--- src/rtl/lcd_pkg.sv ---
`default_nettype none
// ============================================================================
// Module      : lcd_pkg
// Description : Shared constants and encodings for the LCD12864 frame RAM
//               refresh path: frame geometry, RAM widths, arbiter FSM states
//               and arbitration priority encoding.
// Revision    : 1.0 - initial release
// ============================================================================
package lcd_pkg;

    localparam int LCD_COLS   = 128;
    localparam int LCD_PAGES  = 8;
    localparam int LCD_ADDR_W = 10;
    localparam int LCD_DATA_W = 8;

    // Refresh arbiter FSM state encoding
    typedef enum logic [1:0] {
        ST_IDLE  = 2'd0,
        ST_SCAN  = 2'd1,
        ST_DRAIN = 2'd2
    } lcd_state_t;

    // Which requester wins the next contended RAM slot
    typedef enum logic {
        PRIO_SCAN = 1'b0,
        PRIO_HOST = 1'b1
    } lcd_prio_t;

endpackage
`default_nettype wire

--- src/rtl/lcd_refresh_arbiter.sv ---
`default_nettype none
// ============================================================================
// Module      : lcd_refresh_arbiter
// Description : Shares the single access slot per cycle of the LCD frame RAM
//               between host drawing writes and a refresh scanner. A refresh
//               reads the whole frame in page/column order and streams it
//               over valid/ready towards the SPI display serializer.
// Ports       : CLOCK, RST            - clock, synchronous active-high reset
//               Wr_Req/Addr/Data/Ack  - host write port (Ack combinational)
//               Refresh_Start         - one-cycle pulse starting a frame scan
//               Busy, Done            - scan status (registered)
//               Out_*                 - byte stream with page/last flags
//               Ram_*                 - frame RAM write and read ports
// Revision    : 1.0 - initial release
// ============================================================================
module lcd_refresh_arbiter
    import lcd_pkg::*;
#(
    parameter int COLS   = LCD_COLS,
    parameter int PAGES  = LCD_PAGES,
    parameter int ADDR_W = LCD_ADDR_W,
    parameter int DATA_W = LCD_DATA_W
) (
    input  logic              CLOCK,
    input  logic              RST,
    input  logic              Wr_Req,
    input  logic [ADDR_W-1:0] Wr_Addr,
    input  logic [DATA_W-1:0] Wr_Data,
    output logic              Wr_Ack,
    input  logic              Refresh_Start,
    output logic              Busy,
    output logic              Done,
    output logic              Out_Valid,
    input  logic              Out_Ready,
    output logic [DATA_W-1:0] Out_Data,
    output logic              Out_Page_Start,
    output logic [2:0]        Out_Page,
    output logic              Out_Last,
    output logic              Ram_Write_En,
    output logic [ADDR_W-1:0] Ram_Write_Addr,
    output logic [DATA_W-1:0] Ram_Write_Data,
    output logic [ADDR_W-1:0] Ram_Read_Addr,
    input  logic [DATA_W-1:0] Ram_Read_Data
);

    localparam int                c_COL_W    = $clog2(COLS);
    localparam logic [ADDR_W-1:0] c_MAX_ADDR = ADDR_W'(COLS * PAGES - 1);

    lcd_state_t        r_state;
    lcd_prio_t         r_prio;
    logic [ADDR_W-1:0] r_scan_addr;
    logic [ADDR_W-1:0] r_rd_addr;    // address of the read in flight
    logic [ADDR_W-1:0] r_out_addr;   // address of the byte held in r_out_data
    logic              r_in_flight;
    logic              r_out_valid;
    logic [DATA_W-1:0] r_out_data;
    logic              r_busy;
    logic              r_done;

    logic w_rd_req;
    logic w_wr_grant;
    logic w_rd_issue;
    logic w_handshake;

    // A read may only be requested when its byte is guaranteed a slot in the
    // output register by the time it returns, so no read data is ever dropped.
    always_comb begin
        w_rd_req    = (r_state == ST_SCAN) && !r_in_flight
                      && (!r_out_valid || Out_Ready);
        w_wr_grant  = Wr_Req && (!w_rd_req || (r_prio == PRIO_HOST));
        w_rd_issue  = w_rd_req && !w_wr_grant;
        w_handshake = r_out_valid && Out_Ready;
    end

    always_ff @(posedge CLOCK) begin
        if (RST) begin
            r_state     <= ST_IDLE;
            r_prio      <= PRIO_SCAN;
            r_scan_addr <= '0;
            r_rd_addr   <= '0;
            r_out_addr  <= '0;
            r_in_flight <= 1'b0;
            r_out_valid <= 1'b0;
            r_out_data  <= '0;
            r_busy      <= 1'b0;
            r_done      <= 1'b0;
        end else begin
            r_done <= 1'b0;

            // Only a contended slot hands priority to the loser
            if (w_rd_req && Wr_Req) begin
                r_prio <= (r_prio == PRIO_SCAN) ? PRIO_HOST : PRIO_SCAN;
            end

            if (w_rd_issue) begin
                r_in_flight <= 1'b1;
                r_rd_addr   <= r_scan_addr;
                r_scan_addr <= r_scan_addr + 1'b1;
            end

            // The output register is always empty when a read returns, so the
            // capture never collides with a pending handshake.
            if (r_in_flight) begin
                r_in_flight <= 1'b0;
                r_out_valid <= 1'b1;
                r_out_data  <= Ram_Read_Data;
                r_out_addr  <= r_rd_addr;
            end else if (w_handshake) begin
                r_out_valid <= 1'b0;
            end

            case (r_state)
                ST_IDLE: begin
                    if (Refresh_Start) begin
                        r_state     <= ST_SCAN;
                        r_scan_addr <= '0;
                        r_busy      <= 1'b1;
                    end
                end
                ST_SCAN: begin
                    if (w_rd_issue && (r_scan_addr == c_MAX_ADDR)) begin
                        r_state <= ST_DRAIN;
                    end
                end
                ST_DRAIN: begin
                    if (w_handshake && (r_out_addr == c_MAX_ADDR)) begin
                        r_state <= ST_IDLE;
                        r_busy  <= 1'b0;
                        r_done  <= 1'b1;
                    end
                end
                default: begin
                    r_state <= ST_IDLE;
                end
            endcase
        end
    end

    assign Wr_Ack         = w_wr_grant;
    assign Ram_Write_En   = w_wr_grant;
    assign Ram_Write_Addr = Wr_Addr;
    assign Ram_Write_Data = Wr_Data;
    assign Ram_Read_Addr  = r_scan_addr;

    assign Busy           = r_busy;
    assign Done           = r_done;
    assign Out_Valid      = r_out_valid;
    assign Out_Data       = r_out_data;
    assign Out_Page       = 3'(r_out_addr >> c_COL_W);
    assign Out_Page_Start = (r_out_addr[c_COL_W-1:0] == '0);
    assign Out_Last       = (r_out_addr == c_MAX_ADDR);

endmodule
`default_nettype wire

--- config.mk ---
export PLATFORM = sky130hd
export DESIGN_NAME = lcd_refresh_arbiter
export DESIGN_NICKNAME = d
export VERILOG_FILES = /design/src/rtl/lcd_pkg.sv /design/src/rtl/lcd_refresh_arbiter.sv
export SDC_FILE = /design/constraint.sdc
export NUM_CORES = 1
export LEC_CHECK = 0
export CORE_AREA = 5 5 81 83
export DETAILED_ROUTE_END_ITERATION = 6
export DIE_AREA = 0 0 86 88
export GPL_ROUTABILITY_DRIVEN = 0
export PLACE_DENSITY = 0.69
export SYNTH_ARGS = -nofsm -noshare
export SYNTH_HDL_FRONTEND = slang
export SYNTH_SLANG_ARGS = --single-unit
--- constraint.sdc ---
create_clock -name CLOCK -period 1.9 [get_ports CLOCK]
set_clock_uncertainty 0.2 [all_clocks]
set_input_delay 0.38 -clock CLOCK [delete_from_list [all_inputs] [get_ports CLOCK]]
set_output_delay 0.38 -clock CLOCK [all_outputs]
set_load 0.005 [all_outputs]
==> run metrics, run 1 <==
required time worst endpoint 1320 ps; netlist area before placement 0.00196 mm²; Initial Utilization 33.9%; signed area change from the synthesized netlist to the final layout 34.9%; cell type of the slowest stage on the worst timing path or4_4; Relative slew margins 77.0%; CTS Root Cell clkbuf_8; Hold Violations, Final 0; clock slew at reported path FFs 70 ps; DRC viols 0; drt via density 4.82; largest net degree at the start of global routing 38; synthesis-stage register bit count 45; number of failing setup endpoints in the final timing report 4; detail-routed net length per standard cell approximately 13 µm; Nets between 200 and 300; multi-input combinational cell area between 800 and 900 µm²; Hold WC Path Type flop to flop; critical path class flop to output pin; Mapped Avg Cell Area about 9 µm²; Highest Clock Rate around 500 MHz; RSZ-0062 raised after global routing yes; period utilisation layout 105%; commonest non-fill, non-tap cells in the layout 38 x dfxtp_1, 33 x clkdlybuf4s50_1, 32 x buf_4, 26 x nand2_1, 26 x nor2_1; most frequent standard cell in the layout excluding fill and tap cells dfxtp_1; worst-case hold slack 258 ps; biggest area consumer among synthesized cells dfxtp_1; setup slack at placement -627 ps; number of placement rows 28; cts-stage hold buffer count 0; series of cell instances along the critical path or4_4, nor4_4, buf_2; depth of the worst hold-timing path 2; clock insertion delay at the later pin of the skew report between 200 and 300 ps; proportion of layout cells with a drive suffix above 1 between 20% and 30%; number of clock buffers inserted by TritonCTS 5; detailed router's first-iteration violation count 57; Pwr Density 652 mW/mm²; critical path launch point type flop; Sequential cell area roughly 910 µm²; top-area cell type share of the netlist area between 40 and 50%; I/O pin count 77; cells taking the most area after synthesis dfxtp_1 46%, mux2i_1 9.2%, buf_4 8.4%; number of port buffers 40; total count of max-transition violations in the final report 0; Crit path arrival time between 1000 and 1500 ps; die span in y 88 µm; wire length of the first global-routing pass between 7000 and 8000 µm; dpl cell area ~0.0025 mm²; cell count after synthesis roughly 220; number of iterations in the first detailed-routing pass 4; final-layout setup total negative slack -193 ps; clock tree from TritonCTS built; endpoint type of the worst setup path output pin; core box area roughly 0.0058 mm²; area of the die roughly 0.0076 mm²; leakage power total 0.975 nW; net count after synthesis 250; number of antenna violations at the first check in global routing 0; max-cap violations 0; final critical-path setup slack -95.6 ps; sequential area share after synthesis around 46%; final cell area excluding filler cells roughly 0.0026 mm²; Antenna diodes 0; via count of the first global-routing pass roughly 1,600; worst r2r path cells 4; max incr delay on CP 540 ps; Fill cells approximately 540; number of distinct library cells after synthesis 34; via total after detailed routing around 1,600; Yosys Warn Count 0; clock net sink count 45; result of the run finished with violations; antenna-violating nets left 0; transition at the pin with the smallest max-transition slack ~340 ps; worst-case vdd ir drop around 260 µV; total grt overflow 0; maximum level of the CTS H-tree 2; Die Width 86 µm; post-DP HPWL about 3100 µm; maximum fanout along the worst path 2; CTS max path bufs 2; core utilization of the finished layout ~46%; overall fraction of global-route tracks in use 12.5%; Total Wirelength about 4500 µm; failing checks negative setup slack; final worst path period need roughly 2000 ps
==> metal layers <==
layer | vias to the layer above | share of wire (%) | GRT usage, %
met1 | 775 | 45 | 15.2
met4 | 0 | 1.5 | 4.75
met5 | - | 0 | 0
li1 | 831 | - | -
met2 | 33 | 48 | 20.2
met3 | 6 | 5.5 | 4.52
==> state kept, by name, indices dropped and copies added (netlist names) <==
name	flops
Ram_Read_Addr	10
r_out_addr	10
r_rd_addr	10
Out_Data	8
r_state	2
Busy	1
Done	1
Out_Valid	1
r_in_flight	1
r_prio	1
==> repair_timing <==
action	4_1_cts	5_1_grt
pin swaps	8	6
setup endpoints to repair	25	14
buffers inserted	1	7
gates resized for setup	23	16
cloned	1	0
==> worst max-delay path: cells and delay by family, from the launching register on <==
kind,cells,cell delay (ps)
buffers and inverters,1,150
DFF,1,310
and+or+nand+nor,2,670
==> path summary, 6_finish.rpt <==
| check | startpoint | endpoint | slack, ps |
|---|---|---|---|
| setup reg to reg | r_state[1]$_SDFFE_PP0P_ | Ram_Read_Addr[9]$_SDFF_PP0_ | -60 |
| hold / removal | r_rd_addr[7]$_SDFFE_PP0P_ | r_rd_addr[7]$_SDFFE_PP0P_ | 260 |
| hold reg to reg | r_rd_addr[7]$_SDFFE_PP0P_ | r_rd_addr[7]$_SDFFE_PP0P_ | 260 |
| setup / recovery | r_out_addr[3]$_SDFFE_PP0P_ | Out_Page_Start | -100 |
==> synthesized netlist by cell type <==
cell / number
buf_1: 2
nand3_1: 5
o211a_1: 1
clkbuf_1: 9
a2111oi_2: 1
nand2_1: 26
or4_1: 7
o21a_1: 2
nor4b_1: 1
buf_6: 1
xnor2_1: 2
mux2i_1: 18
a21oi_1: 19
buf_4: 22
a2111o_1: 1
and3_1: 1
o31ai_1: 6
o221a_2: 1
or3_1: 2
ha_1: 1
o21ai_0: 1
nor4_1: 1
o41a_1: 1
o2bb2ai_1: 1
nand2b_4: 1
nand2b_1: 1
inv_1: 3
nor2b_4: 1
nor2_1: 26
nand4_1: 3
or2_2: 1
dfxtp_1: 45
nor3_1: 3
nor2b_1: 2
==> report_power, final <==
group | switching, mW | internal (mW)
combinational | 0.0957 | 0.123
clock | 0.289 | 0.242
sequential | 0.0149 | 0.961
total | 0.399 | 1.33
==> logic make-up after synthesis <==
logic type	after synthesis	share of synthesized area [%]
AND/OR/NAND/NOR	81	20.0
flip-flops	45	45.9
buffers and inverters	37	11.7
AO/OA/AOI/OAI	34	11.6
multiplexers	18	9.19
XOR/XNOR	2	0.894
adder cells (fa/ha/maj)	1	0.638
==> through the flow <==
step,instances,power [mW]
after floorplan,218,1.13
after global placement,326,1.19
after detailed placement,326,1.20
after CTS,334,1.73
after global routing,341,1.82
final,341,1.73
==> area by class of cell <==
| class | instances | area share (%) |
|---|---|---|
| Sequential cell | 45 | 34.4 |
| Inverter | 3 | 0.426 |
| Multi-Input combinational cell | 137 | 33.6 |
| Timing Repair Buffer | 75 | 25.2 |
| Tap cell | 75 | 3.55 |
| Clock inverter | 1 | 0.189 |
| Clock buffer | 5 | 2.60 |
Power figures use the tool's default switching activity.
==> run 2, diff against run 1 <==
Settings changed: CELL_PAD_IN_SITES_DETAIL_PLACEMENT set to 2, CELL_PAD_IN_SITES_GLOBAL_PLACEMENT set to 2, CORE_AREA 5 5 81 83 to 5 5 101 103, DIE_AREA 0 0 86 88 to 0 0 106 108, PLACE_DENSITY 0.69 to 0.75.
==> run 2 against run 1 <==
  * The run still ends with negative setup slack left
  * Register-to-register slack got worse by 30 ps
  * Sequential share of layout area decreased by 0.57 points
  * Sequential power about the same
  * Die area increased by 51%
  * Critical path type unchanged
  * Largest cell class unchanged
  * Largest power group unchanged
==> run metrics, run 2 (synthesis results as in run 1) <==
final critical-path setup slack -135 ps (-39.3 ps); post-DP HPWL 4120 µm (+32%); Die Width 106 µm (+23%); series of cell instances along the critical path or4_4, nor4_4, buf_2; RSZ-0062 raised after global routing yes; Pwr Density 667 mW/mm² (+2.3%); worst-case vdd ir drop 244 µV (-5.4%); maximum level of the CTS H-tree 2 (unchanged); total count of max-transition violations in the final report 0 (unchanged); overall fraction of global-route tracks in use 10.4% (-2.1 points); cts-stage hold buffer count 0 (unchanged); endpoint type of the worst setup path output pin; max-cap violations 0 (unchanged); Sequential cell area 921 µm² (+1.2%); critical path launch point type flop; number of failing setup endpoints in the final timing report 5 (+1); via count of the first global-routing pass 1,878 (+17%); required time worst endpoint 1320 ps (about the same); period utilisation layout 107% (+2.1 points); Total Wirelength 5810 µm (+30%); signed area change from the synthesized netlist to the final layout 38.9%; final worst path period need 2030 ps (+39.3 ps); wire length of the first global-routing pass 9580 µm (+28%); number of antenna violations at the first check in global routing 0 (unchanged); I/O pin count 77 (unchanged); clock tree from TritonCTS built; Design Power 1.82 mW (+5.3%); critical path class flop to output pin; Antenna diodes 0 (unchanged); Highest Clock Rate 491 MHz (-1.9%); clock slew at reported path FFs 90 ps (+20 ps); largest net degree at the start of global routing 38 (unchanged); total grt overflow 0 (unchanged); detail-routed net length per standard cell 15.5 µm (+18%); Initial Utilization 21.5% (-12 points); Nets 295 (-1.3%); failing checks negative setup slack; number of port buffers 40 (unchanged); via total after detailed routing 1,679 (+2.1%); dpl cell area 0.00249 mm² (+1.5%); commonest non-fill, non-tap cells in the layout 33 x clkdlybuf4s50_1, 31 x dfxtp_1, 27 x buf_4, 26 x nand2_1, 26 x nor2_1; number of iterations in the first detailed-routing pass 4 (unchanged); max incr delay on CP 550 ps (about the same); most frequent standard cell in the layout excluding fill and tap cells clkdlybuf4s50_1; Hold Violations, Final 0 (unchanged); cell type of the slowest stage on the worst timing path or4_4; transition at the pin with the smallest max-transition slack 370 ps (+30.3 ps); detailed router's first-iteration violation count 64 (+12%); leakage power total 0.972 nW (-0.35%); result of the run finished with violations; core box area 0.00911 mm² (+58%); worst-case hold slack 266 ps (+8.12 ps); maximum fanout along the worst path 2 (unchanged); die span in y 108 µm (+23%); DRC viols 0 (unchanged); clock insertion delay at the later pin of the skew report 290 ps (about the same); Fill cells 1,026 (+89%); CTS max path bufs 2 (unchanged); final cell area excluding filler cells 0.00272 mm² (+2.9%); multi-input combinational cell area 907 µm² (+2.0%); Hold WC Path Type flop to flop; proportion of layout cells with a drive suffix above 1 28.1% (+3.3 points); number of placement rows 35 (+25%); Relative slew margins 75.3% (-1.8 points); antenna-violating nets left 0 (unchanged); area of the die 0.0114 mm² (+51%); CTS Root Cell clkbuf_8; Crit path arrival time 1450 ps (+30 ps); number of clock buffers inserted by TritonCTS 5 (unchanged); clock net sink count 45 (unchanged); drt via density 4.49 (-6.9%)
## run 2: where the power goes
part	internal, mW	switching, mW
clock network	0.289	0.323
registers	0.959	0.0138
logic	0.126	0.104
total	1.37	0.441
## run 2: critical path: cells and delay by family, from the launching register on
kind                   cells  cell delay (ps)
buffers and inverters      1              160
AND/OR/NAND/NOR            2              690
flip-flops                 1              320
## run 2: worst paths after layout
path	slack, ps	from	cells past startpoint	endpoint
worst min-delay path	270	r_rd_addr[3]$_SDFFE_PP0P_	2	r_rd_addr[3]$_SDFFE_PP0P_
worst max-delay path	-130	r_out_addr[5]$_SDFFE_PP0P_	3	Out_Page_Start
worst max register to register	-90	Out_Valid$_SDFFE_PP0P_	5	Ram_Read_Addr[7]$_SDFF_PP0_
worst min register to register	270	r_rd_addr[3]$_SDFFE_PP0P_	2	r_rd_addr[3]$_SDFFE_PP0P_
## run 2: routing by layer
metal  routed length, µm  part of all wire (%)  track usage, %
met1                2570                    44            11.8
met2                2980                    51            19.3
met3                 222                   3.8            2.81
met4                  40                  0.69            2.68
met5                   0                     0               0
## run 2: cell type report
type | count | area share (%)
flip-flops and latches | 45 | 33.8
multi-input cells | 136 | 33.3
well taps | 111 | 5.10
repair buffers | 72 | 24.2
inverters | 3 | 0.414
clock buffers | 7 | 3.17
## run 2: repair_timing
action,CTS,global route
gates resized for setup,36,19
cloned,1,0
hold endpoints to repair,0,0
pin swaps,17,5
endpoints found under the setup margin,22,16
setup buffers,1,4
## run 2: per-stage QoR
stage	setup TNS [ps]	instances	utilization (%)	setup slack (ps)
after floorplan	0	218	-	1.80
after global placement	-9760	361	27.3	-559
after detailed placement	-10550	361	27.3	-601
after CTS	-593	370	28.9	-233
after global routing	-782	374	29.9	-192
final	-357	374	29.9	-135
